<file path="src/rtl/sram_pattern_tester_if.sv">
// sram_pattern_tester_if: request/busy bus between the pattern tester and the SPI-SRAM encoder.
interface sram_pattern_tester_if #(
   parameter int WORD_WIDTH    = 16,
   parameter int ADDRESS_WIDTH = 16
);
   logic                     mem_initialized;
   logic                     mem_busy;
   logic [WORD_WIDTH-1:0]    mem_rdata;
   logic                     mem_request;
   logic                     mem_write;
   logic [ADDRESS_WIDTH-1:0] mem_address;
   logic [WORD_WIDTH-1:0]    mem_wdata;
   modport master(
      input  mem_initialized, mem_busy, mem_rdata,
      output mem_request, mem_write, mem_address, mem_wdata
   );
   modport slave(
      output mem_initialized, mem_busy, mem_rdata,
      input  mem_request, mem_write, mem_address, mem_wdata
   );
endinterface

</file>
<file path="src/rtl/sram_pattern_tester.sv">
// sram_pattern_tester: fills an SRAM window with a pattern, reads it back and counts mismatches.
// Define SRAM_TESTER_STOP_ON_ERROR_EN to end the run at the first mismatch.
module sram_pattern_tester #(
   parameter int WORD_WIDTH    = 16,
   parameter int ADDRESS_WIDTH = 16,
   parameter int WORD_COUNT    = 8192,
   parameter int ERR_CNT_WIDTH = 8
) (
   input  logic                     clk,
   input  logic                     reset,
   input  logic                     start,
   input  logic [1:0]               mode,
   input  logic                     bulk,
   input  logic [WORD_WIDTH-1:0]    seed,
   input  logic [ADDRESS_WIDTH-1:0] base_addr,
   sram_pattern_tester_if.master    mem,
   output logic                     owns_sram,
   output logic                     running,
   output logic                     done,
   output logic                     pass,
   output logic [ERR_CNT_WIDTH-1:0] error_count,
   output logic [ADDRESS_WIDTH-1:0] first_err_addr
);
   localparam int IW = WORD_COUNT > 1 ? $clog2(WORD_COUNT) : 1;
   localparam logic [IW-1:0] LAST = IW'(WORD_COUNT - 1);

   typedef enum logic [2:0] {IDLE, WAIT_INIT, WR_REQ, WR_WAIT, RD_REQ, RD_WAIT, CHECK, DONE} state_t;

   state_t                   state_q, state_d;
   logic [1:0]               mode_q, mode_d;
   logic                     bulk_q, bulk_d;
   logic [WORD_WIDTH-1:0]    seed_q, seed_d;
   logic [ADDRESS_WIDTH-1:0] base_q, base_d;
   logic [IW-1:0]            idx_q, idx_d;
   logic [WORD_WIDTH-1:0]    rdata_q, rdata_d;
   logic [ERR_CNT_WIDTH-1:0] err_q, err_d;
   logic [ADDRESS_WIDTH-1:0] first_q, first_d;
   logic                     done_q, done_d;
   logic                     pass_q, pass_d;
   logic                     running_q, running_d;
   logic                     owns_q, owns_d;

   logic [ADDRESS_WIDTH-1:0] addr;
   logic [WORD_WIDTH-1:0]    addr_w, walk, pattern;
   logic                     wr, rd, mismatch, last_check;

   assign addr     = base_q + ADDRESS_WIDTH'(idx_q);
   assign addr_w   = WORD_WIDTH'(addr);
   assign walk     = WORD_WIDTH'(1) << (idx_q % WORD_WIDTH);
   assign pattern  = mode_q == 2'd0 ? (idx_q[0] ? ~seed_q : seed_q) :
                     mode_q == 2'd1 ? addr_w ^ seed_q :
                     mode_q == 2'd2 ? walk ^ seed_q : ~addr_w ^ seed_q;
   assign mismatch = rdata_q != pattern;
`ifdef SRAM_TESTER_STOP_ON_ERROR_EN
   assign last_check = idx_q == LAST || mismatch;
`else
   assign last_check = idx_q == LAST;
`endif

   assign wr = state_q == WR_REQ || state_q == WR_WAIT;
   assign rd = state_q == RD_REQ || state_q == RD_WAIT;
   // request drops combinationally in the cycle busy is seen low, ending the transaction
   assign mem.mem_request = state_q == WR_REQ || state_q == RD_REQ ||
                            ((state_q == WR_WAIT || state_q == RD_WAIT) && mem.mem_busy);
   assign mem.mem_write   = wr;
   assign mem.mem_address = wr || rd ? addr : '0;
   assign mem.mem_wdata   = wr ? pattern : '0;

   assign owns_sram      = owns_q;
   assign running        = running_q;
   assign done           = done_q;
   assign pass           = pass_q;
   assign error_count    = err_q;
   assign first_err_addr = first_q;

   always_comb begin
      state_d   = state_q;
      mode_d    = mode_q;
      bulk_d    = bulk_q;
      seed_d    = seed_q;
      base_d    = base_q;
      idx_d     = idx_q;
      rdata_d   = rdata_q;
      err_d     = err_q;
      first_d   = first_q;
      done_d    = done_q;
      pass_d    = pass_q;
      running_d = running_q;
      owns_d    = owns_q;
      case (state_q)
         IDLE, DONE: if (start) begin
            state_d   = WAIT_INIT;
            mode_d    = mode;
            bulk_d    = bulk;
            seed_d    = seed;
            base_d    = base_addr;
            idx_d     = '0;
            err_d     = '0;
            first_d   = '0;
            done_d    = 1'b0;
            pass_d    = 1'b0;
            running_d = 1'b1;
            owns_d    = 1'b1;
         end
         WAIT_INIT: if (mem.mem_initialized) state_d = WR_REQ;
         WR_REQ:    if (mem.mem_busy) state_d = WR_WAIT;
         WR_WAIT: if (!mem.mem_busy) begin
            state_d = !bulk_q || idx_q == LAST ? RD_REQ : WR_REQ;
            idx_d   = !bulk_q ? idx_q : idx_q == LAST ? '0 : idx_q + 1'b1;
         end
         RD_REQ:    if (mem.mem_busy) state_d = RD_WAIT;
         RD_WAIT: if (!mem.mem_busy) begin
            state_d = CHECK;
            rdata_d = mem.mem_rdata;
         end
         CHECK: begin
            if (mismatch) begin
               err_d   = &err_q ? err_q : err_q + 1'b1;
               first_d = err_q == '0 ? addr : first_q;
            end
            if (last_check) begin
               state_d   = DONE;
               running_d = 1'b0;
               done_d    = 1'b1;
               pass_d    = err_d == '0;
               owns_d    = 1'b0;
            end else begin
               state_d = bulk_q ? RD_REQ : WR_REQ;
               idx_d   = idx_q + 1'b1;
            end
         end
         default: state_d = IDLE;
      endcase
   end

   always_ff @(posedge clk) begin
      if (reset) begin
         state_q   <= IDLE;
         mode_q    <= '0;
         bulk_q    <= 1'b0;
         seed_q    <= '0;
         base_q    <= '0;
         idx_q     <= '0;
         rdata_q   <= '0;
         err_q     <= '0;
         first_q   <= '0;
         done_q    <= 1'b0;
         pass_q    <= 1'b0;
         running_q <= 1'b0;
         owns_q    <= 1'b1;
      end else begin
         state_q   <= state_d;
         mode_q    <= mode_d;
         bulk_q    <= bulk_d;
         seed_q    <= seed_d;
         base_q    <= base_d;
         idx_q     <= idx_d;
         rdata_q   <= rdata_d;
         err_q     <= err_d;
         first_q   <= first_d;
         done_q    <= done_d;
         pass_q    <= pass_d;
         running_q <= running_d;
         owns_q    <= owns_d;
      end
   end
endmodule

</file>
<file path="src/flat_wrapper.sv">
// flat-port wrapper written by rule: the top's interface ports become plain ports
module sram_pattern_tester_flat 
#(
   parameter int WORD_WIDTH    = 16,
   parameter int ADDRESS_WIDTH = 16,
   parameter int WORD_COUNT    = 8192,
   parameter int ERR_CNT_WIDTH = 8
)
  (clk, reset, start, mode, bulk, seed, base_addr, owns_sram, running, done, pass, error_count, first_err_addr, mem_mem_initialized, mem_mem_busy, mem_mem_rdata, mem_mem_request, mem_mem_write, mem_mem_address, mem_mem_wdata);
  sram_pattern_tester_if #(.WORD_WIDTH(WORD_WIDTH), .ADDRESS_WIDTH(ADDRESS_WIDTH)) mem_i ();
  input  logic clk;
  input  logic reset;
  input  logic start;
  input  logic [1:0] mode;
  input  logic bulk;
  input  logic [WORD_WIDTH-1:0] seed;
  input  logic [ADDRESS_WIDTH-1:0] base_addr;
  output logic owns_sram;
  output logic running;
  output logic done;
  output logic pass;
  output logic [ERR_CNT_WIDTH-1:0] error_count;
  output logic [ADDRESS_WIDTH-1:0] first_err_addr;
  input wire logic [$bits(mem_i.mem_initialized)-1:0] mem_mem_initialized;
  input wire logic [$bits(mem_i.mem_busy)-1:0] mem_mem_busy;
  input wire logic [$bits(mem_i.mem_rdata)-1:0] mem_mem_rdata;
  output wire logic [$bits(mem_i.mem_request)-1:0] mem_mem_request;
  output wire logic [$bits(mem_i.mem_write)-1:0] mem_mem_write;
  output wire logic [$bits(mem_i.mem_address)-1:0] mem_mem_address;
  output wire logic [$bits(mem_i.mem_wdata)-1:0] mem_mem_wdata;
  assign mem_i.mem_initialized = mem_mem_initialized;
  assign mem_i.mem_busy = mem_mem_busy;
  assign mem_i.mem_rdata = mem_mem_rdata;
  assign mem_mem_request = mem_i.mem_request;
  assign mem_mem_write = mem_i.mem_write;
  assign mem_mem_address = mem_i.mem_address;
  assign mem_mem_wdata = mem_i.mem_wdata;
  sram_pattern_tester #(.WORD_WIDTH(WORD_WIDTH), .ADDRESS_WIDTH(ADDRESS_WIDTH), .WORD_COUNT(WORD_COUNT), .ERR_CNT_WIDTH(ERR_CNT_WIDTH)) u_core (.clk(clk), .reset(reset), .start(start), .mode(mode), .bulk(bulk), .seed(seed), .base_addr(base_addr), .mem(mem_i), .owns_sram(owns_sram), .running(running), .done(done), .pass(pass), .error_count(error_count), .first_err_addr(first_err_addr));
endmodule
</file>
<file path="config.mk">
export PLATFORM = sky130hd
export DESIGN_NAME = sram_pattern_tester_flat
export DESIGN_NICKNAME = d
export VERILOG_FILES = /design/src/rtl/sram_pattern_tester_if.sv /design/src/rtl/sram_pattern_tester.sv /design/src/flat_wrapper.sv
export SDC_FILE = /design/constraint.sdc
export NUM_CORES = 1
export LEC_CHECK = 0
export CAP_MARGIN = 20
export CORE_MARGIN = 2
export CORE_UTILIZATION = 54
export CTS_CLUSTER_SIZE = 20
export DETAILED_ROUTE_END_ITERATION = 6
export HOLD_SLACK_MARGIN = 0.12
export PLACE_DENSITY_LB_ADDON = 0.05
export SYNTH_ARGS = -nofsm -noshare
export SYNTH_HDL_FRONTEND = slang
export SYNTH_SLANG_ARGS = --single-unit
</file>
<file path="constraint.sdc">
create_clock -name clk -period 4.5 [get_ports clk]
set_input_delay 1.35 -clock clk [delete_from_list [all_inputs] [get_ports clk]]
set_output_delay 1.35 -clock clk [all_outputs]
set_load 0.01 [all_outputs]
</file>
==> results.md, run 1 <==
Logic synthesis:
- The Yosys step of the flow raised 0 warnings.
- The share of synthesized flip-flops with an asynchronous set or reset is 0%.
- The synthesized area divided by synthesized cell count is 7.56 um^2.
- The count of state elements after synthesis is 95.
- The number of nets in the synthesized netlist is 995.
- The cell count after synthesis came out at 917.
- Counting distinct cell types in the post-synthesis netlist gives 94.
- Counting flops with a built-in enable in the synthesized netlist gives 0.
- The leading register cell type out of synthesis is sky130_fd_sc_hd__dfxtp_1.
- After synthesis, flip-flops and latches occupy 27.4% of the total area.
- After synthesis the cells add up to 6930 um^2.

Global routing:
- The via count of the first global-routing pass is 6829.
- Global routing used 42.6% of the available met1 tracks.
- The first global-routing pass estimated 35800 um of wire.
- Entering global routing, the biggest net connects 45 pins.
- For met3 alone, demand over resource in global routing was 6.23%.
- The met2 track utilization from global routing is 52.4%.
- In this run the most used layer during global routing was met2.
- For this run, the total global-route usage over all layers was measured as 32.2%.
- Summed over all layers, the global routing overflow is 0.
- The initial antenna violation count is 0.

STA:
- The final worst slack is -0.0286 ns.
- The final count of pins violating max slew came to 0.
- Setup violations remaining at the end of the flow were counted as 1.
- Headroom to the max-slew limit came out at 48.2%.
- The maximum clock rate is 221 MHz.
- For the pin with the worst max-slew slack, the measured transition is 0.777 ns.
- The count of final hold-check violations is 0.
- The setup clock skew after layout is 0.00713 ns.
- The final critical-path required period is 4.53 ns.
- Setup repair after global routing could not meet its margin everywhere.
- The final critical path takes up 101% of the cycle.

Clock network:
- For this design, the CTS-stage hold fixing added 0 buffers.
- The later pin in the worst-skew pair is clocked with a latency of ~0.36 ns.
- In this run, CTS created clock tree buffers numbering 9.
- The H-tree level count is 3.
- The clock tree from TritonCTS is yes.
- In this run the clock root is driven by a sky130_fd_sc_hd__clkbuf_16.
- CTS saw 95 sinks.
- The clock-pin transition on the worst setup and hold timing paths is about 0.07 ns.
- The number of buffers on the longest clock path is 2.

Place:
- Buffers placed on the I/O ports in this run total 117.
- The wire-length estimate of the detail-placed layout is 16900 um.
- The final weighted congestion in routability-driven placement is 0.985.
- The standard cell area after detailed placement is 8440 um^2.

Cells and area:
- After the last flow step, the layout net total stands at 1134.
- Compared with the post-synthesis result, the final layout area differs by 33.1%.
- The end-of-flow core utilization is approximately three quarters.
- The most frequent standard cell in the layout excluding fill and tap cells is sky130_fd_sc_hd__nand2_1.
- The fraction of layout instances using a drive strength above 1 is 17.6%.
- The number of fill cells in the layout is 1017.
- The number of diodes is 0.
- Summing all non-filler instances in the final layout gives an area of 9230 um^2.
- The top cell types in the final layout, fill and taps aside, are sky130_fd_sc_hd__nand2_1 (164), sky130_fd_sc_hd__clkdlybuf4s50_1 (101), sky130_fd_sc_hd__a21oi_1 (92), sky130_fd_sc_hd__dfxtp_1 (91), sky130_fd_sc_hd__nor2_1 (67).

Route:
- The routed layout has 7433 vias.
- The first detailed-routing pass took 5 iterations.
- The post-route antenna net violation count is 0.
- In this run, the number of DRC markers left after iteration 0 of detailed routing was 590.
- The routed length per instance is 18.7 um.
- The number of remaining DRC errors is 0.
- In the routed layout, each cell is associated on average with a via count of 6.03.
- The routed design has approximately 23000 um of wire.

Setup path:
- The largest fanout on the critical path is 3.
- The required time of the worst setup path is approximately 3.2 ns.
- The worst setup path is launched from a flip-flop.
- STA classifies the critical path endpoint as an output port.
- For the worst flop-to-flop path, the logic depth is 18.
- The setup path with the least slack is of type reg2out.
- The signal arrival time at the worst endpoint is 3.18 ns.

Floorplanning:
- The initial core utilization is a little under three fifths.
- The total die area is 13800 um^2.
- The total area inside the core boundary comes to around 13000 um^2.
- During I/O placement, the number of pins put on the boundary was between 100 and 150.
- The row count is 41.
- From bottom edge to top edge, the die measures 117 um.
- The horizontal die dimension is about 120 um.

Status:
- The run finished, with violations left.
- The checks that failed: setup timing.

Min path:
- Along the worst hold path, the cell count comes to 2.
- The min-delay analysis places its worst path in the category reg2reg.

Pwr:
- Across the VDD grid, the largest voltage drop is 0.000268 V.
- Dividing total power by cell area gives a power density of between 400 and 500 nW/um^2.
- The leakage power figure is 0.00347 uW.

Flow run:
- The tool flagged a number of max-cap violations equal to 0.
-- Yosys cell counts (all sizes together), types with 4 or more instances --
cell type / n / area (um^2)
buf: 25 / 156
o21ai: 26 / 134
nor3: 18 / 90.1
nand2: 166 / 623
dfxtp: 95 / 1900
mux2i: 5 / 50.1
xnor2: 33 / 312
a21o: 12 / 90.1
mux2: 11 / 139
ha: 21 / 263
nand2b: 12 / 75.1
or2: 5 / 31.3
o32ai: 4 / 50.1
inv: 26 / 97.6
xor2: 20 / 194
nor2: 74 / 290
a211oi: 8 / 95.1
a31oi: 12 / 75.1
o211ai: 8 / 65.1
and2: 9 / 56.3
a2111oi: 7 / 81.3
nand3: 29 / 145
a221oi: 7 / 67.6
nand3b: 10 / 75.1
and4: 5 / 46.3
a311oi: 4 / 41.3
and3: 13 / 82.6
nand4: 15 / 93.8
o2111ai: 4 / 35.0
a211o: 5 / 45.0
a21oi: 105 / 548
o21a: 4 / 30.0
clkbuf: 33 / 154
nor4: 9 / 56.3
or3: 10 / 68.8
nor2b: 20 / 125
-- routing by layer --
metal | wire length [um] | vias up | part of all wire [%]
met3 | 1640 | 53 | 7.1
li1 | - | 3533 | -
met5 | 0 | - | 0
met4 | 745 | 0 | 3.2
met1 | 9920 | 3519 | 43
met2 | 10700 | 328 | 47
-- timing repair --
item / in CTS / in global routing
resized for setup: 28 / 60
pin swaps: 10 / 15
gates cloned: 0 / 1
buffers inserted: 7 / 6
endpoints found under the setup margin: 11 / 34
-- cells by family after synthesis --
kind of cell / Yosys count / share of synthesized area, %
AND/OR/NAND/NOR: 407 / 28.3
AO/OA/AOI/OAI: 239 / 23.9
flip-flops: 95 / 27.4
buffers and inverters: 84 / 5.88
XOR/XNOR: 54 / 7.61
adder cells (fa/ha/maj): 22 / 4.08
multiplexers: 16 / 2.72
-- where the power goes --
group	internal (uW)	switching, uW	leakage [uW]
sequential	923	127	0.000772
combinational	836	1080	0.00254
clock	500	339	0.000155
total	2260	1550	0.00347
-- stage by stage --
| step | total power (uW) | TNS [ns] | cells | setup slack, ns | hold slack, ns |
|---|---|---|---|---|---|
| 3_5_place_dp | 2770 | -0.0944 | 1203 | -0.0944 | 0.438 |
| 4_1_cts | 3690 | -1.52 | 1225 | -0.165 | 0.447 |
| 3_3_place_gp | 2760 | -0.0485 | 1203 | -0.0485 | 0.430 |
| 6_report | 3810 | -0.0286 | 1232 | -0.0286 | 0.450 |
| 2_1_floorplan | 2180 | 0 | 917 | 0.444 | 0.437 |
| 5_1_grt | 4000 | -0.215 | 1232 | -0.108 | 0.475 |
-- critical path, stage by stage, from the launching register on --
cell and delay [ns]:
sky130_fd_sc_hd__dfxtp_2 0.34, sky130_fd_sc_hd__ha_4 0.16, sky130_fd_sc_hd__fa_2 0.39, sky130_fd_sc_hd__a21o_1 0.22, sky130_fd_sc_hd__a221oi_4 0.33, sky130_fd_sc_hd__o32ai_2 0.14, sky130_fd_sc_hd__a311oi_2 0.32, sky130_fd_sc_hd__mux2i_1 0.33
sky130_fd_sc_hd__xor2_1 0.29, sky130_fd_sc_hd__and2_1 0.17, sky130_fd_sc_hd__buf_2 0.13
-- flip-flops by register name, summed over array words and instances, names as in the netlist --
| signal | flops |
|---|---|
| u_core.running | 1 |
| u_core.base_q | 16 |
| u_core.state_q | 3 |
| u_core.bulk_q | 1 |
| u_core.error_count | 8 |
| u_core.rdata_q | 16 |
| u_core.pass | 1 |
| u_core.idx_q | 13 |
| u_core.done | 1 |
| u_core.owns_sram | 1 |
| u_core.seed_q | 16 |
| u_core.first_err_addr | 16 |
| u_core.mode_q | 2 |
-- worst paths after layout --
kind	startpoint	to	slack (ns)
worst max-delay path	u_core.idx_q[0]$_SDFFE_PP0P_	mem_mem_wdata[14]	-0.03
worst max register to register	u_core.idx_q[0]$_SDFFE_PP0P_	u_core.error_count[7]$_SDFFE_PP0P_	0.13
worst min register to register	u_core.owns_sram$_SDFFE_PP1P_	u_core.owns_sram$_SDFFE_PP1P_	0.45
worst min-delay path	u_core.owns_sram$_SDFFE_PP1P_	u_core.owns_sram$_SDFFE_PP1P_	0.45
-- layout make-up --
| type | instances | area [um^2] | area share (%) |
|---|---|---|---|
| inverter | 26 | 97.6 | 1.06 |
| multi-input combinational | 739 | 4980 | 54.0 |
| clock inverter | 5 | 81.3 | 0.881 |
| clock buffer | 10 | 239 | 2.59 |
| tap | 172 | 215 | 2.33 |
| timing repair buffer | 185 | 1710 | 18.5 |
| sequential | 95 | 1910 | 20.7 |
Power figures use the tool's default switching activity.
==> run 2: changes to the inputs <==
--- a/config.mk
+++ b/config.mk
@@ -5,13 +5,16 @@
 export SDC_FILE = /design/constraint.sdc
 export NUM_CORES = 1
 export LEC_CHECK = 0
-export CAP_MARGIN = 20
+export CAP_MARGIN = 10
+export CELL_PAD_IN_SITES_DETAIL_PLACEMENT = 0
+export CELL_PAD_IN_SITES_GLOBAL_PLACEMENT = 1
 export CORE_MARGIN = 2
-export CORE_UTILIZATION = 54
+export CORE_UTILIZATION = 40
 export CTS_CLUSTER_SIZE = 20
 export DETAILED_ROUTE_END_ITERATION = 6
 export HOLD_SLACK_MARGIN = 0.12
 export PLACE_DENSITY_LB_ADDON = 0.05
+export SLEW_MARGIN = 20
 export SYNTH_ARGS = -nofsm -noshare
 export SYNTH_HDL_FRONTEND = slang
 export SYNTH_SLANG_ARGS = --single-unit
==> results.md, run 2 (synthesized netlist as in run 1, its figures left out) <==
Status:
- The run finished, with violations left.
- The checks that failed: setup timing.

STA:
- The final count of pins violating max slew is 0.
- The total setup violations reported at the end of the flow is 1.
- The relative max-transition margin is 43.4%.
- The final worst-path cycle share is 101%.
- The final worst slack is -0.0335 ns.
- The pin slew with the least headroom to its limit is 0.843 ns.
- The total negative slack is -0.0335 ns.
- The maximum clock rate is approximately 220 MHz.
- Setup repair after global routing could not meet its margin everywhere.
- The final critical-path required period is 4.53 ns.
- The count of final hold-check violations is 0.
- The setup clock skew after layout is 0.0103 ns.

Setup path:
- The type of origin of the critical path is a flip-flop.
- The critical path capture point is mem_mem_wdata[14].
- The kind of critical path is reg2out.
- The setup slack of the worst register-to-register path is 0.20 ns.
- The length in cells of the worst reg-to-reg path is 16.
- The signal arrival time at the worst endpoint is 3.18 ns.
- The critical path starts at u_core.idx_q[0]$_SDFFE_PP0P_.
- STA classifies the critical path endpoint as an output port.
- The worst register-to-register path begins at u_core.idx_q[4]$_SDFFE_PP0P_.
- The largest fanout on the critical path is 3.
- In this design, the stage delay of the slowest critical-path cell is about 0.35 ns.
- The end of the worst register-to-register path is u_core.error_count[3]$_SDFFE_PP0P_.
- Among all stages on the critical path, the largest delay is contributed by sky130_fd_sc_hd__fa_2.
- For the worst setup path, the data required time is 3.15 ns.
- Walking the worst path, the cells encountered are ha_2, fa_2, a21o_1, a221oi_4, o32ai_2, a311oi_2, mux2i_1, xor2_1, buf_4, and2_1, clkbuf_2.

Clock network:
- The total CTS buffers is 9.
- The clock-pin transition on the worst setup and hold timing paths is 0.08 ns.
- CTS saw 95 sinks.
- The clock tree from TritonCTS is yes.
- The clock root buffer is sky130_fd_sc_hd__clkbuf_16.
- In this run the deepest clock path goes through 2 buffers.
- Clock latency on the worst-skew pair, taken at its later pin, is 0.36 ns.
- The H-tree generated during clock tree synthesis spans 3 levels.

Route:
- The routed length per instance is approximately 19 um.
- The detailed router's first-iteration violation count is 597.
- After detailed routing, the total wire length is ~24000 um.
- Summing over every cut layer, the via total after detailed routing is 7205.
- The number of vias per cell is 5.59.
- The post-route antenna net violation count is 0.
- The number of optimization iterations in the first detailed-route pass is 5.
- The number of remaining DRC errors is 0.

Place:
- The number of buffers inserted by port buffering is 117.
- The final weighted congestion in routability-driven placement is 0.933.
- The wire-length estimate of the detail-placed layout is 18400 um.

Cells and area:
- Leaving out fill and tap cells, the most frequent cell in the layout is sky130_fd_sc_hd__nand2_1.
- Relative to the synthesized area, the layout overhead comes to 32.6%.
- The number of fill cells in the layout is between 1500 and 2000.
- The repair_antennas step left the layout with diodes totalling 0.
- The top cell types in the final layout, fill and taps aside, are sky130_fd_sc_hd__nand2_1 (164), sky130_fd_sc_hd__clkdlybuf4s50_1 (101), sky130_fd_sc_hd__dfxtp_1 (93), sky130_fd_sc_hd__a21oi_1 (92), sky130_fd_sc_hd__buf_4 (70).
- The fraction of layout instances using a drive strength above 1 is around 18%.
- The final layout contains 1138 nets.

Floorplanning:
- 118 I/O pins were placed.
- The total die area is ~18000 um^2.
- The die is 136 um wide.
- The die span in y is around 140 um.
- The core region is about 17000 um^2.
- In this run the core area contains 48 standard-cell rows.
- The initial core utilization is 40.5%.

Pwr:
- In this run the power density over the cells is 410 nW/um^2.
- The total power draw is 3770 uW.
- IR analysis of the VDD net gives a maximum drop of 0.000237 V.
- In this run the static leakage power is between 0.003 and 0.004 uW.

Min path:
- The path type of the worst min-delay path is reg2reg.

Global routing:
- The all-layer global routing usage is 26.0%.
- The via count of the first global-routing pass is 6484.
- The initial antenna violation count was 0.
- Entering global routing, the biggest net connects 40 pins.
- The first global-routing pass estimated 36700 um of wire.
- The leftover overflow at the end of global routing is 0.

Flow run:
- Max-cap violations in this run came to 0.
==> run 2: cell types whose count changed in the layout (fill, tap and decap cells not counted), sizes merged <==
cell	before	now
buf	70	73
bufinv	2	1
clkinv	1	3
clkinvlp	1	0
dlygate4sd2	2	6
dlymetal6s2s	9	5
inv	27	29
==> run 2: stage by stage <==
step	instance area (um^2)	hold slack (ns)	std cells	setup slack (ns)	util [%]
after floorplan	6930	0.437	917	0.444	-
after global placement	8570	0.430	1266	-0.0590	50.1
after detailed placement	8570	0.449	1266	-0.155	50.1
after CTS	8990	0.461	1284	-0.127	52.5
after global routing	9190	0.490	1290	-0.129	53.7
final	9190	0.453	1290	-0.0335	53.7
==> run 2: per-layer routing <==
metal  wire length, um  GRT usage, %  vias up
li1                  -             -     3553
met1             11400          36.2     3406
met2             11300          42.5      218
met3               959          2.58       28
met4               478          7.70        0
met5                 0             0        -
==> run 2: what timing repair did <==
action                                 CTS  global route
setup endpoints to repair               12            17
buffers inserted                         2             5
pin swaps                                9             9
endpoints found under the hold margin    0             0
resized for setup                       32            43
cloned                                   0             1
hold buffers                             0             0
==> run 2: worst min path at each step <==
stage	start	endpoint	cells after the start
global route	u_core.seed_q[1]$_SDFFE_PP0P_	u_core.seed_q[1]$_SDFFE_PP0P_	2
global placement	u_core.owns_sram$_SDFFE_PP1P_	u_core.owns_sram$_SDFFE_PP1P_	2
floorplan	u_core.rdata_q[11]$_SDFFE_PP0P_	u_core.rdata_q[11]$_SDFFE_PP0P_	2
finish	u_core.owns_sram$_SDFFE_PP1P_	u_core.owns_sram$_SDFFE_PP1P_	2
detailed placement	u_core.owns_sram$_SDFFE_PP1P_	u_core.owns_sram$_SDFFE_PP1P_	2
CTS	u_core.owns_sram$_SDFFE_PP1P_	u_core.owns_sram$_SDFFE_PP1P_	2
==> run 2: layout make-up <==
cell class | instances | area [um^2] | area share (%)
Clock buffer | 9 | 225 | 2.45
Sequential cell | 95 | 1900 | 20.7
Multi-Input combinational cell | 739 | 4880 | 53.1
Clock inverter | 7 | 97.6 | 1.06
Inverter | 26 | 97.6 | 1.06
Tap cell | 225 | 282 | 3.06
Timing Repair Buffer | 189 | 1700 | 18.5
==> run 2: power breakdown <==
group          switching (uW)  total [uW]  internal, uW  leakage (uW)
logic                    1070        1870           802       0.00252
clock network             395         845           450      0.000158
registers                 129        1050           921      0.000772
total                    1590        3770          2170       0.00345
==> run 2: critical path, delay by kind of cell (launching register included) <==
kind                       cells  cell delay (ns)
and+or+nand+nor                1             0.13
buffers and inverters          2             0.28
muxes                          1             0.31
xor gates and xnor gates       1             0.20
AOI/OAI and AO/OA              4             1.00
adders and majority gates      2             0.56
DFF                            1             0.33
==> run 3: changes to the inputs <==
--- a/config.mk
+++ b/config.mk
@@ -5,7 +5,7 @@
 export SDC_FILE = /design/constraint.sdc
 export NUM_CORES = 1
 export LEC_CHECK = 0
-export CAP_MARGIN = 10
+export CAP_MARGIN = 20
 export CELL_PAD_IN_SITES_DETAIL_PLACEMENT = 0
 export CELL_PAD_IN_SITES_GLOBAL_PLACEMENT = 1
 export CORE_MARGIN = 2
==> results of run 3 <==
No change in the layout: final DEF, timing and power equal those of run 2.
==> patch (config.mk and constraints of run 2) <==
Register the inputs `start`, `mode`, `bulk`, `seed` and `base_addr` before use, with the module's reset. The logic sees them one clock later. The other inputs are not delayed to match.
--- a/src/rtl/sram_pattern_tester.sv
+++ b/src/rtl/sram_pattern_tester.sv
@@ -27,2 +27,24 @@
    typedef enum logic [2:0] {IDLE, WAIT_INIT, WR_REQ, WR_WAIT, RD_REQ, RD_WAIT, CHECK, DONE} state_t;
+
+   logic start_q;
+   logic [1:0] mode_r;
+   logic bulk_r;
+   logic [WORD_WIDTH-1:0] seed_r;
+   logic [ADDRESS_WIDTH-1:0] base_addr_q;
+
+   always_ff @(posedge clk) begin
+      if (reset) begin
+         start_q     <= '0;
+         mode_r      <= '0;
+         bulk_r      <= '0;
+         seed_r      <= '0;
+         base_addr_q <= '0;
+      end else begin
+         start_q     <= start;
+         mode_r      <= mode;
+         bulk_r      <= bulk;
+         seed_r      <= seed;
+         base_addr_q <= base_addr;
+      end
+   end
 
@@ -90,8 +112,8 @@
       case (state_q)
-         IDLE, DONE: if (start) begin
+         IDLE, DONE: if (start_q) begin
             state_d   = WAIT_INIT;
-            mode_d    = mode;
-            bulk_d    = bulk;
-            seed_d    = seed;
-            base_d    = base_addr;
+            mode_d    = mode_r;
+            bulk_d    = bulk_r;
+            seed_d    = seed_r;
+            base_d    = base_addr_q;
             idx_d     = '0;
Function: changed (a bounded check fails within 4 cycles, from zero or initial values and one cycle with reset high).
==> patch against run 2 <==
  * Synthesized area grew 3.4%
  * Critical path type unchanged
  * Global-route usage shrank 0.94 points
  * Core utilization is 1.1 points higher
  * First-iteration DRC count fell by 20%
  * Wire length fell by 4.4%
  * The run still ends with negative setup slack left
  * Sequential cell count is 36 higher
  * Sequential share of layout area rose by 6.8 points
  * Cell area grew 3.9%
  * Setup slack lost 28 ps
  * Critical path depth up 2
  * Critical endpoint is now mem_mem_wdata[10]
Power is not compared: it rests on default switching activity, and its combinational part moved more than twofold at a synthesized area within 25%.
==> patch: results (changes against run 2) <==
setup_tns=-171 ps (was -33.5 ps); GR Util met2=38.7% (was 42.5%); multiplexer area fraction after synthesis=1.36% (was 2.72%); Crit path arrival time=3210 ps (was 3180 ps); number of setup violations in the final report=3 (was 1); Synth cell types=83 (was 94); routability cong.=0.930 (was 0.933); post-synthesis compound-gate area fraction=17.7% (was 23.9%); Wirelength per Cell=18.2 um (was 18.7 um); clk_lat worst skew=440 ps (was 360 ps); Synth area leaders=dfxtp_1, nand2_1, a21oi_1 (unchanged); GR met1 Demand/Resource=35.5% (was 36.2%); H-Tree Depth=4 (was 3); Setup WS post-layout=-61.5 ps (was -33.5 ps); status=complete, but fails checks (unchanged); Slew @ Worst Pin=1010 ps (was 843 ps); Hold Path Sink=u_core.base_q[10] (was u_core.owns_sram); Post-synth top cells=nand2_1, dfxtp_1, nor2_1 (was nand2_1, a21oi_1, dfxtp_1); Post-DP Area=0.00874 mm2 (was 0.00857 mm2); via count of the first global-routing pass=6624 (was 6484); initial drt markers=479 (was 597); GR Util All Layers=25.0% (was 26.0%); met3 GRT Util=4.75% (was 2.58%); met3 WL=933 um (was 959 um); reg2reg setup slack=240 ps (was 200 ps); CTS buffer count=17 (was 9); WL met2=10.5 mm (was 11.3 mm); fraction of layout cells with a size suffix above 1=15.4% (was 17.6%); sequential cell area fraction in the yosys report=36.6% (was 27.4%); layout filler cell count=1707 (was 1699); wl on met1=11.3 mm (was 11.4 mm); Worst Skew=10.3 ps (about the same); worst r2r src=u_core.idx_q[0] (was u_core.idx_q[4]); Nets=1111 (was 1138); HPWL Detailed=16.9 mm (was 18.4 mm); failing checks=negative setup slack (unchanged); worst reg2reg endpoint=u_core.pass (was u_core.error_count[3]); Net Count, Synth=974 (was 995); via count=6905 (was 7205); area share of fa/ha/maj cells after synthesis=3.95% (was 4.08%); xor and xnor area share after synthesis=9.32% (was 7.61%); largest net degree at the start of global routing=62 (was 40); first-pass GRT wire length=36.0 mm (was 36.7 mm)
-- patch: cell types whose count changed after synthesis, sizes merged, moves of 8 or more --
cell	delta
buf	-13
a21oi	-16
a21o	-9
clkbuf	+13
mux2	-8
nor2	+20
inv	-9
nor2b	+25
nand3b	-9
nand2	-9
dfxtp	+36
-- patch: worst max-delay path by stage --
stage / startpoint / endpoint / slack, ps / cells past startpoint
final: u_core.idx_q[0] / mem_mem_wdata[10] / -60 / 13
after global routing: u_core.idx_q[0] / mem_mem_wdata[12] / -180 / 13
after CTS: u_core.idx_q[0] / mem_mem_wdata[14] / -160 / 13
after detailed placement: u_core.idx_q[0] / mem_mem_wdata[14] / -130 / 12
after global placement: u_core.idx_q[0] / mem_mem_wdata[14] / -90 / 12
after floorplan: u_core.idx_q[0] / mem_mem_wdata[14] / 450 / 10
-- patch: metrics by stage --
step	cells	worst slack, ps	hold slack (ps)	total power, mW	utilization [%]
2_1_floorplan	896	454	417	1.81	-
3_3_place_gp	1229	-86.9	423	2.15	50.2
3_5_place_dp	1229	-125	424	2.16	50.2
4_1_cts	1269	-156	434	3.53	54.3
5_1_grt	1271	-181	443	3.69	54.8
6_report	1271	-61.5	431	3.53	54.8
-- patch: what timing repair did --
item | in CTS | in global routing
pin swaps | 17 | 7
setup endpoints to repair | 32 | 30
resized for setup | 46 | 23
hold endpoints to repair | 0 | 0
setup buffers | 8 | 2
-- patch: area by class of cell --
cell class	instances	share of cell area (%)
clock buffer	17	4.45
tap	225	2.95
timing repair buffer	176	16.6
multi-input combinational	690	46.3
inverter	17	0.668
clock inverter	15	1.49
sequential	131	27.5
-- patch: where the power goes --
group          internal [mW]  switching, mW
clock network          0.731          0.622
registers               1.21         0.0602
logic                  0.398          0.508
